===== src/rtl/riscv.sv =====
// riscv: shared rv32cpu instruction field types, operand selects and opcode constants.
package riscv;

    typedef logic [6:0] opcode_t;
    typedef logic [2:0] funct3_t;
    typedef logic [6:0] funct7_t;
    typedef logic [4:0] reg_t;

    typedef struct packed {
        funct7_t funct7;
        reg_t    rs2;
        reg_t    rs1;
        funct3_t funct3;
        reg_t    rd;
        opcode_t opcode;
    } ir_t;

    typedef enum logic {
        OP1_RS1,
        OP1_PC
    } op1_sel_t;

    typedef enum logic [2:0] {
        OP2_RS2,
        OP2_I_IMM,
        OP2_S_IMM,
        OP2_B_IMM,
        OP2_U_IMM,
        OP2_J_IMM,
        OP2_FOUR
    } op2_sel_t;

    localparam opcode_t OP_STORE  = 7'b0100011;
    localparam opcode_t OP_BRANCH = 7'b1100011;

endpackage


===== src/rtl/imm_gen.sv =====
// imm_gen: RISC-V I/S/B/U/J immediates, sign-extended from instruction bit 31 to XLEN.
module imm_gen #(
    parameter int XLEN = 32
) (
    input  logic [31:7]     i_ir,
    output logic [XLEN-1:0] o_imm_i,
    output logic [XLEN-1:0] o_imm_s,
    output logic [XLEN-1:0] o_imm_b,
    output logic [XLEN-1:0] o_imm_u,
    output logic [XLEN-1:0] o_imm_j
);

    // Signed casts do the sign extension without zero-width replications at XLEN=32.
    assign o_imm_i = XLEN'($signed(i_ir[31:20]));
    assign o_imm_s = XLEN'($signed({i_ir[31:25], i_ir[11:7]}));
    assign o_imm_b = XLEN'($signed({i_ir[31], i_ir[7], i_ir[30:25], i_ir[11:8], 1'b0}));
    assign o_imm_u = XLEN'($signed({i_ir[31:12], 12'b0}));
    assign o_imm_j = XLEN'($signed({i_ir[31], i_ir[19:12], i_ir[20], i_ir[30:21], 1'b0}));

endmodule


===== src/rtl/decode_stage.sv =====
// decode_stage: instruction decode with forwarding, load-use stall and a one-entry valid/ready output buffer.
module decode_stage
    import riscv::*;
#(
    parameter int XLEN = 32,
    parameter int NFWD = 2
) (
    input  logic              clk,
    input  logic              rst,
    input  logic              in_valid,
    output logic              in_ready,
    input  logic [XLEN-1:0]   pc,
    input  ir_t               ir,
    input  op1_sel_t          op1_sel,
    input  op2_sel_t          op2_sel,
    output reg_t              raddr1,
    output reg_t              raddr2,
    input  logic [XLEN-1:0]   rdata1,
    input  logic [XLEN-1:0]   rdata2,
    input  logic [NFWD-1:0]   fwd_valid,
    input  logic [NFWD*5-1:0] fwd_rd,
    input  logic [NFWD*XLEN-1:0] fwd_data,
    input  logic              ex_load,
    input  reg_t              ex_rd,
    input  logic              flush,
    output logic              out_valid,
    input  logic              out_ready,
    output logic [XLEN-1:0]   out_pc,
    output opcode_t           opcode,
    output funct3_t           funct3,
    output funct7_t           funct7,
    output logic [XLEN-1:0]   op1,
    output logic [XLEN-1:0]   op2,
    output logic [XLEN-1:0]   rs2,
    output reg_t              rd
);

    typedef logic [XLEN-1:0] xword_t;
    typedef enum logic {EMPTY, FULL} state_t;

    state_t r_state, w_state_nxt;
    xword_t w_imm_i, w_imm_s, w_imm_b, w_imm_u, w_imm_j;
    xword_t w_src1, w_src2, w_op1, w_op2;
    logic   w_use1, w_use2, w_hazard, w_advance, w_load;

    // Descending scan so the lowest matching index wins; x0 always reads zero.
    function automatic xword_t resolve(input reg_t a, input xword_t rf, input logic [NFWD-1:0] v,
                                       input logic [NFWD*5-1:0] frd, input logic [NFWD*XLEN-1:0] fd);
        resolve = rf;
        for (int k = NFWD - 1; k >= 0; k--)
            if (v[k] && frd[k*5 +: 5] == a) resolve = fd[k*XLEN +: XLEN];
        if (a == '0) resolve = '0;
    endfunction

    imm_gen #(.XLEN(XLEN)) u_imm (
        .i_ir    (ir[31:7]),
        .o_imm_i (w_imm_i),
        .o_imm_s (w_imm_s),
        .o_imm_b (w_imm_b),
        .o_imm_u (w_imm_u),
        .o_imm_j (w_imm_j)
    );

    assign raddr1 = ir.rs1;
    assign raddr2 = ir.rs2;
    assign w_src1 = resolve(ir.rs1, rdata1, fwd_valid, fwd_rd, fwd_data);
    assign w_src2 = resolve(ir.rs2, rdata2, fwd_valid, fwd_rd, fwd_data);

    assign w_op1 = (op1_sel == OP1_RS1) ? w_src1 : pc;

    always_comb begin
        w_op2 = w_src2;
        case (op2_sel)
            OP2_I_IMM: w_op2 = w_imm_i;
            OP2_S_IMM: w_op2 = w_imm_s;
            OP2_B_IMM: w_op2 = w_imm_b;
            OP2_U_IMM: w_op2 = w_imm_u;
            OP2_J_IMM: w_op2 = w_imm_j;
            OP2_FOUR:  w_op2 = XLEN'(4);
            default:   w_op2 = w_src2;
        endcase
    end

    assign w_use1    = op1_sel == OP1_RS1;
    assign w_use2    = op2_sel == OP2_RS2 || ir.opcode == OP_STORE || ir.opcode == OP_BRANCH;
    assign w_hazard  = ex_load && ex_rd != '0 &&
                       ((w_use1 && ex_rd == ir.rs1) || (w_use2 && ex_rd == ir.rs2));
    assign w_advance = !out_valid || out_ready;
    assign in_ready  = flush || (w_advance && !w_hazard);
    assign w_load    = !flush && w_advance && in_valid && !w_hazard;
    assign out_valid = r_state == FULL;

    always_comb begin
        w_state_nxt = r_state;
        if (flush)
            w_state_nxt = EMPTY;
        else if (w_advance)
            w_state_nxt = (in_valid && !w_hazard) ? FULL : EMPTY;
    end

    always_ff @(posedge clk) begin
        if (rst) begin
            r_state <= EMPTY;
            out_pc  <= '0;
            opcode  <= '0;
            funct3  <= '0;
            funct7  <= '0;
            op1     <= '0;
            op2     <= '0;
            rs2     <= '0;
            rd      <= '0;
        end else begin
            r_state <= w_state_nxt;
            if (w_load) begin
                out_pc <= pc;
                opcode <= ir.opcode;
                funct3 <= ir.funct3;
                funct7 <= ir.funct7;
                op1    <= w_op1;
                op2    <= w_op2;
                rs2    <= w_src2;
                rd     <= ir.rd;
            end
        end
    end

endmodule


===== config.mk =====
export PLATFORM = sky130hd
export DESIGN_NAME = decode_stage
export DESIGN_NICKNAME = d
export VERILOG_FILES = /design/src/rtl/riscv.sv /design/src/rtl/imm_gen.sv /design/src/rtl/decode_stage.sv
export SDC_FILE = /design/constraint.sdc
export NUM_CORES = 1
export LEC_CHECK = 0
export ABC_AREA = 1
export CAP_MARGIN = 10
export CORE_MARGIN = 4
export CORE_UTILIZATION = 40
export CTS_CLUSTER_DIAMETER = 30
export DETAILED_ROUTE_END_ITERATION = 7
export DONT_BUFFER_PORTS = 1
export PLACE_DENSITY = 0.59
export SYNTH_ARGS = -nofsm -noshare
export SYNTH_HDL_FRONTEND = slang
export SYNTH_HIERARCHICAL = 1
export SYNTH_SLANG_ARGS = --single-unit

===== constraint.sdc =====
create_clock -name clk -period 1.6 [get_ports clk]
set_clock_uncertainty 0.1 [all_clocks]
set_input_delay 0.32 -clock clk [delete_from_list [all_inputs] [get_ports clk]]
set_output_delay 0.32 -clock clk [all_outputs]
set_load 0.01 [all_outputs]

==> metrics.txt <==
status finished with violations; failing checks negative hold slack, negative setup slack; synthesized flop and latch total roughly 150; largest net degree at the start of global routing 94; Synth cell types 33; Clock Pin Slew Worst Setup and Hold Paths 70 ps; pwr dens 837 nW/um^2; Leak 6.28 nW; most frequent CP cell nand2_2; Sw Ratio 0.323; FF+latch area 3020 um^2; I/O Buffers 0; Die Area 30500 um^2; placed insts 2067; Die Y approximately 170 um; DRT Wirelength 42.4 mm; clk_lat worst skew 420 ps; Yosys Warn Count 6; Psw 0.00346 W; Min Hold Slack -37.9 ps; Seq/Total Area, Yosys 0.272; vias in the first global route 9855; multi-input logic area 5730 um^2; CTS tree done; f_max 0.610 GHz; minimum clock period 1640 ps; Placer Congestion roughly 0.89; Clock Sinks 151; Die X about 170 um; starting density of the core 0.410; via count 11100; final hold viol count 22; DP Worst Slack -317 ps; CTS HTree Levels 4; Data arrival, critical path 1220 ps; FP Rows 60; Total GRT Usage 0.253; Tcrit/Tclk final 1.02; Tightest Pin Transition 511 ps; first-pass GRT wire length 60.4 mm; Reg2Reg Depth 12; setup ws final -38.8 ps; drt via density 5.13; Comb power frac 0.204; DRT antenna net count 0; WS Path Type in2out; Setup Viol. Count Final 29; diode count 0; Sequential Power Share 0.410; Slew HR 0.658; Synth Instances 1855; Pint 0.00726 W; area added between synthesis and finish 15.5%; Non-Filler Instances 2171; # IOs about 380; CP required 1180 ps; hpwl dp approximately 30 mm; layout cell share with drive strength beyond 1 0.134; core area 27100 um^2; Final Power 0.0107 W; CTS buffer count 17; min-delay worst type in2reg; async set-reset flop share out of synthesis 0; RSZ-0062 raised after global routing yes; Hold Buf Count CTS 56; CP max-delay cell nor2_1; commonest register cell after synthesis dfxtp_1; routed len/inst 19.5 um; final setup TNS -290 ps; CP max stage delay 150 ps; cell chain of the critical path inv_8, buf_6, nand2_2, o21ai_1, nor2_1, nand3_2, o21ai_2, nand2_2, nand2_2, nand2_2; initial antenna violation count 0; # nets final 2005; Mapped Area 11100 um^2; GRT overflow 0; drt first pass iters 5; fillers 2790; Remaining DRCs 0; Crit. End Element output pin; clock share of power 0.386; Root Driver clkbuf_16; Max Cap Violations 0; iteration-0 DRC count of the detailed router 966; Mean Syn Cell Area 5.98 um^2; Post-synth EDFFs 0; Clock Tree Buf Depth 2; critical path peak fanout 3; VDD IR max 0.000516 V; Slew Viols, Final 0; Hold Path Stages 3; Worst setup SP type input pin
## path summary, 6_finish.rpt
path | startpoint | endpoint | slack [ps]
hold / removal | rst | op2[8] | -40
setup reg to reg | out_valid | op2[30] | -30
hold reg to reg | rd[4] | rd[4] | 430
setup / recovery | ex_rd[3] | in_ready | -40
## cell type report
cell class / instances / share of cell area
flip-flops and latches: 151 / 0.236
multi-input cells: 1205 / 0.447
well taps: 372 / 0.0363
clock buffers: 19 / 0.0346
clock inverters: 13 / 0.0106
repair buffers: 177 / 0.166
inverters: 234 / 0.0693
## stage by stage
| step | hold slack [ps] | area (um^2) | util |
|---|---|---|---|
| after global routing | -70.8 | 12800 | 0.473 |
| after floorplan | 299 | 11200 | - |
| after CTS | -88.4 | 12300 | 0.454 |
| final | -37.9 | 12800 | 0.473 |
| after global placement | 301 | 11100 | 0.409 |
| after detailed placement | 306 | 11100 | 0.409 |
## repair_timing
item / CTS / global route
pin swaps: 9 / 44
hold endpoints to repair: 120 / 49
setup endpoints to repair: 138 / 152
resized for setup: 10 / 77
cloned: 1 / 10
setup buffers: 3 / 5
## synth_stat cells (31+ instances only)
library cell | count | share of area
nand2_1 | 363 | 0.12
nor2_1 | 355 | 0.12
inv_1 | 227 | 0.077
buf_4 | 176 | 0.12
nand3_1 | 174 | 0.078
dfxtp_1 | 151 | 0.27
o21ai_0 | 70 | 0.032
a21oi_1 | 64 | 0.029
clkbuf_1 | 51 | 0.017
buf_2 | 33 | 0.015
nand4_1 | 33 | 0.019
o22ai_1 | 32 | 0.018
a211oi_1 | 31 | 0.021
## cell families after synthesis
family,Yosys count,synth area share
other,1,0.000338
flip-flops,151,0.272
AND/OR/NAND/NOR,935,0.347
XOR/XNOR,5,0.00395
buffers and inverters,513,0.245
AO/OA/AOI/OAI,250,0.131
## worst max-delay path: cells and delay by family
family,cells,cell delay (ps)
AO/OA/AOI/OAI,2,170
AND/OR/NAND/NOR,6,610
buffers and inverters,2,110
## registers in the layout (all words and copies together) (netlist names)
signal     cells
opcode         7
out_pc        32
op1           32
rd             5
funct7         7
op2           32
rs2           32
funct3         3
out_valid      1
## per-layer routing
metal	wire, um	track usage
met1	17400	0.327
met2	19700	0.415
met3	4350	0.0720
met4	1030	0.0746
met5	0	0
## cells in the final DEF (no fill, tap or decap), types with 16 or more instances in the layout
| cell | netlist | final |
|---|---|---|
| a211oi_1 | 31 | 31 |
| a21oi_1 | 64 | 53 |
| buf_12 | 0 | 34 |
| buf_4 | 176 | 66 |
| clkbuf_16 | 0 | 26 |
| dfxtp_1 | 151 | 150 |
| dlygate4sd3_1 | 0 | 56 |
| inv_1 | 227 | 218 |
| nand2_1 | 363 | 358 |
| nand3_1 | 174 | 157 |
| nand3_2 | 2 | 16 |
| nand4_1 | 33 | 33 |
| nor2_1 | 355 | 332 |
| nor2_2 | 2 | 17 |
| o21ai_0 | 70 | 64 |
| o21ai_1 | 22 | 27 |
| o21bai_1 | 25 | 24 |
| o22ai_1 | 32 | 32 |
## power groups by stage
stage	Combinational, W	Clock, W	Sequential, W
after floorplan	0.00162	0	0.00437
after global placement	0.00183	0	0.00448
after detailed placement	0.00186	0	0.00448
after CTS	0.00200	0.00421	0.00440
after global routing	0.00243	0.00436	0.00442
final	0.00219	0.00414	0.00440
Power figures use the tool's default switching activity.
